### src/rtl/sdram_arbiter_if.sv
// Bus bundle between four requesters, the SDRAM controller request port and
// the returned read-data stream.
//   p_*      : per-port request side (addr/data/req/wr in, ack/rvalid/rdata out)
//   req_*    : single request channel toward the controller
//   mem_*    : returned read words tagged with the port id
//   busy/err : arbiter status
// Modport slave is the arbiter's view; master is the surrounding system's view.
interface sdram_arbiter_if #(
    parameter int unsigned AN = 24,
    parameter int unsigned DN = 16
);
    logic [3:0][AN-1:0] p_addr;
    logic [3:0][DN-1:0] p_data;
    logic [3:0]         p_req;
    logic [3:0]         p_wr;
    logic [3:0]         p_ack;
    logic [3:0]         p_rvalid;
    logic [DN-1:0]      p_rdata;
    logic [AN-1:0]      req_addr;
    logic [DN-1:0]      req_data;
    logic [1:0]         req_id;
    logic               req;
    logic               req_wr;
    logic               req_ack;
    logic [DN-1:0]      mem_data;
    logic [1:0]         mem_id;
    logic               mem_valid;
    logic               busy;
    logic               err;

    modport slave (
        input  p_addr, p_data, p_req, p_wr, req_ack, mem_data, mem_id, mem_valid,
        output p_ack, p_rvalid, p_rdata, req_addr, req_data, req_id, req, req_wr,
               busy, err
    );

    modport master (
        output p_addr, p_data, p_req, p_wr, req_ack, mem_data, mem_id, mem_valid,
        input  p_ack, p_rvalid, p_rdata, req_addr, req_data, req_id, req, req_wr,
               busy, err
    );
endinterface

### src/rtl/sdram_arbiter.sv
// Four-port arbiter sharing one SDRAM controller request channel.
// Accepted requests are tagged with the port number as id; returned read words
// are routed back to the owning port, and outstanding read bursts are counted
// per port so no port can hold more than MAXRD reads in flight.
// Ports:
//   clkSYS : system clock, rising edge
//   reset  : synchronous active-high reset
//   bus    : sdram_arbiter_if.slave (requesters, controller, read return, status)
module sdram_arbiter #(
    parameter int unsigned AN    = 24,
    parameter int unsigned DN    = 16,
    parameter int unsigned BURST = 8,
    parameter int unsigned MAXRD = 2,
    parameter bit          PRIO0 = 1'b1
) (
    input logic            clkSYS,
    input logic            reset,
    sdram_arbiter_if.slave bus
);
    localparam int unsigned WW    = (BURST > 1) ? $clog2(BURST) : 1;
    localparam logic [WW-1:0] WLAST = WW'(BURST - 1);
    localparam logic [2:0]    MAXC  = 3'(MAXRD);

    typedef enum logic {IDLE, GRANT} state_t;

    state_t              state_q;
    logic [1:0]          rr_ptr_q;
    logic [1:0]          grant_q;
    logic                req_q;
    logic                req_wr_q;
    logic [AN-1:0]       req_addr_q;
    logic [DN-1:0]       req_data_q;
    logic [3:0]          p_rvalid_q;
    logic [DN-1:0]       p_rdata_q;
    logic                err_q;
    logic [3:0][2:0]     cnt_q, cnt_d;
    logic [3:0][WW-1:0]  wcnt_q, wcnt_d;

    logic [3:0] elig;
    logic [1:0] win_d;
    logic [1:0] idx;
    logic       found;
    logic       accept;
    logic       acc_rd;
    logic       resp_ok;
    logic       resp_bad;
    logic [3:0] inc_v;
    logic [3:0] dec_v;

    // Eligibility: writes always, reads only below the outstanding limit.
    always_comb begin
        elig = '0;
        for (int i = 0; i < 4; i++) begin
            elig[i] = bus.p_req[i] && (bus.p_wr[i] || (cnt_q[i] < MAXC));
        end
    end

    // Round-robin search from rr_ptr; port 0 overrides when PRIO0 is set.
    always_comb begin
        win_d = 2'd0;
        found = 1'b0;
        idx   = 2'd0;
        for (int k = 0; k < 4; k++) begin
            idx = rr_ptr_q + 2'(k);
            if (!found && elig[idx]) begin
                win_d = idx;
                found = 1'b1;
            end
        end
        if (PRIO0 && elig[0]) begin
            win_d = 2'd0;
        end
    end

    // A grant being reset is discarded, so it is never accepted.
    assign accept   = (state_q == GRANT) && bus.req_ack && !reset;
    assign acc_rd   = accept && !req_wr_q;
    assign resp_ok  = bus.mem_valid && (cnt_q[bus.mem_id] != 3'd0);
    assign resp_bad = bus.mem_valid && (cnt_q[bus.mem_id] == 3'd0);

    // Per-port read accounting; an accept and a burst completion cancel out.
    always_comb begin
        cnt_d  = cnt_q;
        wcnt_d = wcnt_q;
        inc_v  = '0;
        dec_v  = '0;
        for (int i = 0; i < 4; i++) begin
            inc_v[i] = acc_rd && (grant_q == 2'(i));
            if (resp_ok && (bus.mem_id == 2'(i))) begin
                if (wcnt_q[i] == WLAST) begin
                    wcnt_d[i] = '0;
                    dec_v[i]  = 1'b1;
                end else begin
                    wcnt_d[i] = wcnt_q[i] + WW'(1);
                end
            end
            if (inc_v[i] && !dec_v[i]) begin
                cnt_d[i] = cnt_q[i] + 3'd1;
            end else if (!inc_v[i] && dec_v[i]) begin
                cnt_d[i] = cnt_q[i] - 3'd1;
            end
        end
    end

    // Arbitration FSM, read-return routing and status registers.
    always_ff @(posedge clkSYS) begin
        if (reset) begin
            state_q    <= IDLE;
            rr_ptr_q   <= 2'd0;
            grant_q    <= 2'd0;
            req_q      <= 1'b0;
            req_wr_q   <= 1'b0;
            req_addr_q <= '0;
            req_data_q <= '0;
            p_rvalid_q <= 4'd0;
            p_rdata_q  <= '0;
            err_q      <= 1'b0;
            cnt_q      <= '0;
            wcnt_q     <= '0;
        end else begin
            cnt_q      <= cnt_d;
            wcnt_q     <= wcnt_d;
            p_rvalid_q <= bus.mem_valid ? 4'(4'b0001 << bus.mem_id) : 4'd0;
            if (bus.mem_valid) begin
                p_rdata_q <= bus.mem_data;
            end
            if (resp_bad) begin
                err_q <= 1'b1;
            end
            unique case (state_q)
                IDLE: begin
                    if (|elig) begin
                        state_q    <= GRANT;
                        grant_q    <= win_d;
                        req_q      <= 1'b1;
                        req_addr_q <= bus.p_addr[win_d];
                        req_data_q <= bus.p_data[win_d];
                        req_wr_q   <= bus.p_wr[win_d];
                    end
                end
                GRANT: begin
                    if (bus.req_ack) begin
                        state_q  <= IDLE;
                        req_q    <= 1'b0;
                        rr_ptr_q <= grant_q + 2'd1;
                    end
                end
                default: state_q <= IDLE;
            endcase
        end
    end

    assign bus.p_ack    = accept ? 4'(4'b0001 << grant_q) : 4'd0;
    assign bus.p_rvalid = p_rvalid_q;
    assign bus.p_rdata  = p_rdata_q;
    assign bus.req_addr = req_addr_q;
    assign bus.req_data = req_data_q;
    assign bus.req_id   = grant_q;
    assign bus.req      = req_q;
    assign bus.req_wr   = req_wr_q;
    assign bus.busy     = (state_q == GRANT);
    assign bus.err      = err_q;

endmodule

### src/flat_wrapper.sv
// flat-port wrapper written by rule: the top's interface ports become plain ports
module sdram_arbiter_flat 
#(
    parameter int unsigned AN    = 24,
    parameter int unsigned DN    = 16,
    parameter int unsigned BURST = 8,
    parameter int unsigned MAXRD = 2,
    parameter bit          PRIO0 = 1'b1
)
  (clkSYS, reset, bus_p_addr, bus_p_data, bus_p_req, bus_p_wr, bus_req_ack, bus_mem_data, bus_mem_id, bus_mem_valid, bus_p_ack, bus_p_rvalid, bus_p_rdata, bus_req_addr, bus_req_data, bus_req_id, bus_req, bus_req_wr, bus_busy, bus_err);
  sdram_arbiter_if #(.AN(AN), .DN(DN)) bus_i ();
  input logic clkSYS;
  input logic reset;
  input wire logic [$bits(bus_i.p_addr)-1:0] bus_p_addr;
  input wire logic [$bits(bus_i.p_data)-1:0] bus_p_data;
  input wire logic [$bits(bus_i.p_req)-1:0] bus_p_req;
  input wire logic [$bits(bus_i.p_wr)-1:0] bus_p_wr;
  input wire logic [$bits(bus_i.req_ack)-1:0] bus_req_ack;
  input wire logic [$bits(bus_i.mem_data)-1:0] bus_mem_data;
  input wire logic [$bits(bus_i.mem_id)-1:0] bus_mem_id;
  input wire logic [$bits(bus_i.mem_valid)-1:0] bus_mem_valid;
  output wire logic [$bits(bus_i.p_ack)-1:0] bus_p_ack;
  output wire logic [$bits(bus_i.p_rvalid)-1:0] bus_p_rvalid;
  output wire logic [$bits(bus_i.p_rdata)-1:0] bus_p_rdata;
  output wire logic [$bits(bus_i.req_addr)-1:0] bus_req_addr;
  output wire logic [$bits(bus_i.req_data)-1:0] bus_req_data;
  output wire logic [$bits(bus_i.req_id)-1:0] bus_req_id;
  output wire logic [$bits(bus_i.req)-1:0] bus_req;
  output wire logic [$bits(bus_i.req_wr)-1:0] bus_req_wr;
  output wire logic [$bits(bus_i.busy)-1:0] bus_busy;
  output wire logic [$bits(bus_i.err)-1:0] bus_err;
  assign bus_i.p_addr = bus_p_addr;
  assign bus_i.p_data = bus_p_data;
  assign bus_i.p_req = bus_p_req;
  assign bus_i.p_wr = bus_p_wr;
  assign bus_i.req_ack = bus_req_ack;
  assign bus_i.mem_data = bus_mem_data;
  assign bus_i.mem_id = bus_mem_id;
  assign bus_i.mem_valid = bus_mem_valid;
  assign bus_p_ack = bus_i.p_ack;
  assign bus_p_rvalid = bus_i.p_rvalid;
  assign bus_p_rdata = bus_i.p_rdata;
  assign bus_req_addr = bus_i.req_addr;
  assign bus_req_data = bus_i.req_data;
  assign bus_req_id = bus_i.req_id;
  assign bus_req = bus_i.req;
  assign bus_req_wr = bus_i.req_wr;
  assign bus_busy = bus_i.busy;
  assign bus_err = bus_i.err;
  sdram_arbiter #(.AN(AN), .DN(DN), .BURST(BURST), .MAXRD(MAXRD), .PRIO0(PRIO0)) u_core (.clkSYS(clkSYS), .reset(reset), .bus(bus_i));
endmodule
### config.mk
export PLATFORM = sky130hd
export DESIGN_NAME = sdram_arbiter_flat
export DESIGN_NICKNAME = d
export VERILOG_FILES = /design/src/rtl/sdram_arbiter_if.sv /design/src/rtl/sdram_arbiter.sv /design/src/flat_wrapper.sv
export SDC_FILE = /design/constraint.sdc
export NUM_CORES = 1
export LEC_CHECK = 0
export CORE_ASPECT_RATIO = 2
export CORE_MARGIN = 4
export CORE_UTILIZATION = 43
export CTS_BUF_LIST = sky130_fd_sc_hd__clkbuf_2
export CTS_CLUSTER_SIZE = 24
export DETAILED_ROUTE_END_ITERATION = 6
export PLACE_DENSITY = 0.83
export SYNTH_ARGS = -nofsm -noshare
export SYNTH_HDL_FRONTEND = slang
export SYNTH_SLANG_ARGS = --single-unit
### constraint.sdc
create_clock -name clkSYS -period 3.2 [get_ports clkSYS]
set_input_delay 0.48 -clock clkSYS [delete_from_list [all_inputs] [get_ports clkSYS]]
set_output_delay 0.48 -clock clkSYS [all_outputs]
set_load 0.03 [all_outputs]
==> impl_metrics.xml <==
<?xml version="1.0" encoding="UTF-8"?>
<metrics>
  <group name="routing">
    <metric name="post_drt_via_cell_ratio" unit="">5.696</metric>
    <metric name="routed_wire_length_on_met2" unit="microns">10910</metric>
    <metric name="top_layer_used" unit="">met4</metric>
    <metric name="wl_met3" unit="microns">1192</metric>
    <metric name="ant_nets" unit="">0</metric>
    <metric name="wire_per_inst" unit="microns">18.82</metric>
    <metric name="drt-met1-wl" unit="microns">6070</metric>
    <metric name="detail_route.iter0.violations" unit="">226</metric>
    <metric name="detailroute.via_count" unit="">5776</metric>
    <metric name="drc" unit="">0</metric>
    <metric name="totalWireLength" unit="microns">19080</metric>
    <metric name="first_drt_pass_iteration_count" unit="">5</metric>
  </group>
  <group name="power">
    <metric name="internal-power" unit="mW">1.927</metric>
    <metric name="power.leakage" unit="nW">3.613</metric>
    <metric name="seq_power_share" unit="%">43.4</metric>
    <metric name="power_density" unit="mW/mm^2">354.8</metric>
    <metric name="peak_supply_drop" unit="mV">0.2470</metric>
    <metric name="clockPowerShare" unit="%">17.3</metric>
    <metric name="share_comb_of_total_power" unit="%">39.3</metric>
    <metric name="power.share.switching" unit="%">36.10</metric>
    <metric name="net-switching-power" unit="mW">1.088</metric>
  </group>
  <group name="critical_path">
    <metric name="path_buf_inv" unit="">2</metric>
    <metric name="cpMaxStageDelayCell" unit="">mux4_2</metric>
    <metric name="max_stage_delay" unit="ns">0.59</metric>
    <metric name="start_kind" unit="">register</metric>
    <metric name="timing.reg2reg.setup_slack" unit="ns">0.22</metric>
    <metric name="critPathRequiredTime" unit="ns">3.66</metric>
    <metric name="timing.critical_path.max_delay_family" unit="">simple AND/OR/NAND/NOR gates</metric>
    <metric name="critical_path.max_fanout" unit="">6</metric>
    <metric name="timing.critical_path.cells" unit="">or3_1, mux4_2, nand4b_2, inv_1, nand2_1, ha_1, inv_1, fa_1, xor2_1, or3_1, a21oi_1</metric>
    <metric name="criticalPathCategory" unit="">register to register</metric>
    <metric name="ff2ff_path_depth" unit="">11</metric>
    <metric name="regToRegStartpoint" unit="">u_core.cnt_q[8]</metric>
    <metric name="r2r_end" unit="">u_core.cnt_q[8]</metric>
    <metric name="worst_ep_arrival_time" unit="ns">3.44</metric>
    <metric name="critPathCaptureType" unit="">register</metric>
  </group>
  <group name="timing">
    <metric name="final.setup.tns" unit="ns">0</metric>
    <metric name="period_needed" unit="ns">2.982</metric>
    <metric name="timing.clock.skew" unit="ns">0.04075</metric>
    <metric name="final_min_period_over_clock_period" unit="%">93.19</metric>
    <metric name="hold_slack" unit="ns">0.4886</metric>
    <metric name="fmaxAchievable" unit="GHz">0.3353</metric>
    <metric name="hold_viol" unit="">0</metric>
    <metric name="max-slew-margin-rel" unit="%">35.83</metric>
    <metric name="slew_violations" unit="">0</metric>
    <metric name="worst-slew-pin-transition" unit="ns">0.9590</metric>
    <metric name="report.final.setup_viol" unit="">0</metric>
    <metric name="rsz0062_at_grt" unit="">no</metric>
  </group>
  <group name="synthesis">
    <metric name="synth_largest_area_cell" unit="">dfxtp_1</metric>
    <metric name="synth-xor-area-share" unit="%">1.246</metric>
    <metric name="yosysWarnings" unit="">0</metric>
    <metric name="synth_sequential_area_ratio" unit="%">32.76</metric>
    <metric name="yosys-top-cells-count" unit="">nor2_1 (121), dfxtp_1 (92), mux2i_1 (67)</metric>
    <metric name="asyncSetResetFlopFracSynth" unit="%">0</metric>
    <metric name="synth_ff_type" unit="">dfxtp_1</metric>
    <metric name="yosys.area_share.simple" unit="%">14.16</metric>
    <metric name="postSynthNetCount" unit="">823</metric>
    <metric name="ys_types" unit="">54</metric>
    <metric name="yosysTopAreaCellShare" unit="%">32.76</metric>
    <metric name="synth_most_common_cell" unit="">nor2_1</metric>
    <metric name="number_of_synthesized_register_bits" unit="">92</metric>
    <metric name="synthesis.instances" unit="">613</metric>
    <metric name="post_synth_instance_area" unit="sq mm">0.005622</metric>
    <metric name="number_of_enable_type_register_cells_in_the_synthesized_netlist" unit="">0</metric>
    <metric name="post_synth_fa_ha_maj_area_fraction" unit="%">4.986</metric>
    <metric name="synth-compound-area-share" unit="%">26.40</metric>
    <metric name="muxShareOfSynthArea" unit="%">12.33</metric>
    <metric name="dominant_combinational_cell_family_by_area_after_synthesis" unit="">compound AO/OA/AOI/OAI gates</metric>
    <metric name="postSynthAreaPerCell" unit="sq um">9.171</metric>
    <metric name="post_synth_main_area_contributors" unit="">dfxtp_1 (33%), mux2i_1 (12%), nor2_1 (8.1%)</metric>
  </group>
  <group name="clock_tree">
    <metric name="clock_latency" unit="ns">0.53</metric>
    <metric name="clock-sinks" unit="">92</metric>
    <metric name="ctsHtreeMaxLevel" unit="">3</metric>
    <metric name="ctsLongestPathBuffers" unit="">2</metric>
    <metric name="tritoncts.num_buffers" unit="">9</metric>
    <metric name="postCtsSetupRepairBufs" unit="">0</metric>
    <metric name="clock_tree.root_cell" unit="">clkbuf_2</metric>
    <metric name="path_clk_slew" unit="ns">0.24</metric>
    <metric name="cts_hold_repair.buffers" unit="">0</metric>
    <metric name="post_cts_resize_count" unit="">0</metric>
    <metric name="cts_tree" unit="">done</metric>
  </group>
  <group name="floorplanning">
    <metric name="core.rowCount" unit="">58</metric>
    <metric name="initial_core_util" unit="%">44.27</metric>
    <metric name="die_height" unit="microns">169.7</metric>
    <metric name="design.die.area" unit="sq mm">0.01508</metric>
    <metric name="die-width" unit="microns">88.85</metric>
    <metric name="top_level_ports" unit="">260</metric>
    <metric name="design.core.area" unit="sq mm">0.01270</metric>
  </group>
  <group name="final_layout">
    <metric name="post-route-util" unit="%">66.92</metric>
    <metric name="flow.area_growth_from_synthesis" unit="%">51.17</metric>
    <metric name="finalNonFillerCells" unit="">1014</metric>
    <metric name="numnets_final" unit="">1069</metric>
    <metric name="drive_gt1_share" unit="%">11.36</metric>
    <metric name="stdcell_area" unit="sq mm">0.008498</metric>
  </group>
  <group name="worst_hold_path">
    <metric name="hp-start" unit="">u_core.wcnt_q[0]</metric>
    <metric name="worstHoldPathCells" unit="">2</metric>
    <metric name="min_to" unit="">u_core.wcnt_q[0]</metric>
    <metric name="holdCritPathClass" unit="">register to register</metric>
  </group>
  <group name="place">
    <metric name="dp_hpwl" unit="microns">15260</metric>
    <metric name="place.detailed.instances" unit="">998</metric>
    <metric name="placed_area" unit="sq mm">0.008403</metric>
    <metric name="buffer_ports.inserted" unit="">259</metric>
    <metric name="gp_routability_congestion" unit="">0.8542</metric>
  </group>
  <group name="global_route">
    <metric name="grt_overflow_total" unit="">0</metric>
    <metric name="grt_max_degree" unit="">61</metric>
    <metric name="wire_length_of_the_first_global_routing_pass" unit="microns">29120</metric>
    <metric name="gr-usage-all-layers" unit="%">24.74</metric>
    <metric name="grt_pass1_vias" unit="">6143</metric>
    <metric name="antenna_violations_before_repair" unit="">1</metric>
  </group>
  <group name="run">
    <metric name="maxCapViolations" unit="">0</metric>
  </group>
  <group name="run_status">
    <metric name="status" unit="">complete, no violations</metric>
  </group>
</metrics>
[area by class of cell]
class                           count  area [sq um]
Inverter                           55         206.4
Clock buffer                        9         45.04
Tap cell                          150         187.7
Fill cell                         983          4202
Multi-Input combinational cell    420          3364
Timing Repair Buffer              281          2803
Sequential cell                    92          1842
Antenna cell                        1         2.502
Clock inverter                      6         47.55
[cells by family after synthesis]
group | after synthesis
and+or+nand+nor | 178
AOI/OAI and AO/OA | 146
buffers and inverters | 101
DFF | 92
muxes | 68
adders and majority gates | 20
xor gates and xnor gates | 8
[power by group through the flow]
stage	Sequential [mW]	Combinational [mW]	Clock, mW
after detailed placement	1.33	1.18	0
after global placement	1.32	1.16	0
final	1.31	1.18	0.522
after CTS	1.31	1.19	0.544
after global routing	1.32	1.25	0.580
after floorplan	1.49	0.468	0
[layer usage]
metal | track usage (%) | vias up
li1 | - | 2709
met1 | 22.76 | 2755
met2 | 48.19 | 251
met3 | 4.713 | 61
met4 | 13.16 | 0
met5 | 0 | -
[flip-flops by register name, indices dropped and copies added, names as in the netlist]
name and flops:
u_core.rr_ptr_q 2, u_core.bus.req_id 2, u_core.bus.p_rdata 16, u_core.wcnt_q 12
u_core.bus.req_wr 1, u_core.bus.req_data 16, u_core.bus.err 1, u_core.cnt_q 12
u_core.bus.p_rvalid 4, u_core.bus.busy 1, u_core.bus.req_addr 24, u_core.bus.req 1
[through the flow]
step	power, mW	worst slack [ns]
floorplan	1.955	0.2753
global placement	2.483	0.04671
detailed placement	2.512	-0.01720
CTS	3.041	0.2145
global route	3.154	0.05597
finish	3.015	0.2179
[how the worst max path moves through the flow]
| stage | depth (start not counted) | start | slack, ns | end |
|---|---|---|---|---|
| detailed placement | 11 | bus_mem_id[0] | -0.02 | u_core.cnt_q[5] |
| global placement | 11 | bus_mem_id[0] | 0.05 | u_core.cnt_q[8] |
| floorplan | 11 | u_core.bus.busy | 0.28 | u_core.cnt_q[11] |
| CTS | 10 | u_core.cnt_q[5] | 0.21 | u_core.cnt_q[11] |
| finish | 11 | u_core.cnt_q[8] | 0.22 | u_core.cnt_q[8] |
| global route | 10 | u_core.cnt_q[8] | 0.06 | u_core.cnt_q[11] |
[worst min-delay path, delay by kind of cell (launching register included)]
| family | cells | cell delay (ns) |
|---|---|---|
| flip-flops | 1 | 0.38 |
| AND/OR/NAND/NOR | 1 | 0.05 |
| AO/OA/AOI/OAI | 1 | 0.05 |
[placed cells by master (no fill, tap or decap), types with 3 or more instances in the layout]
cell             count
clkdlybuf4s50_1    258
nor2_1             121
dfxtp_1             92
mux2i_1             67
inv_1               54
o211ai_1            21
a221oi_1            21
o32ai_1             21
a221oi_2            20
o32ai_2             20
nand2_1             18
buf_4               18
a21oi_1             17
ha_1                16
or3_1               12
clkbuf_2             9
xor2_1               8
o21ai_0              5
and2_1               4
nor2b_1              4
fa_1                 4
buf_12               4
nand2b_1             3
inv_6                3
(Power assumes the default switching activity.)
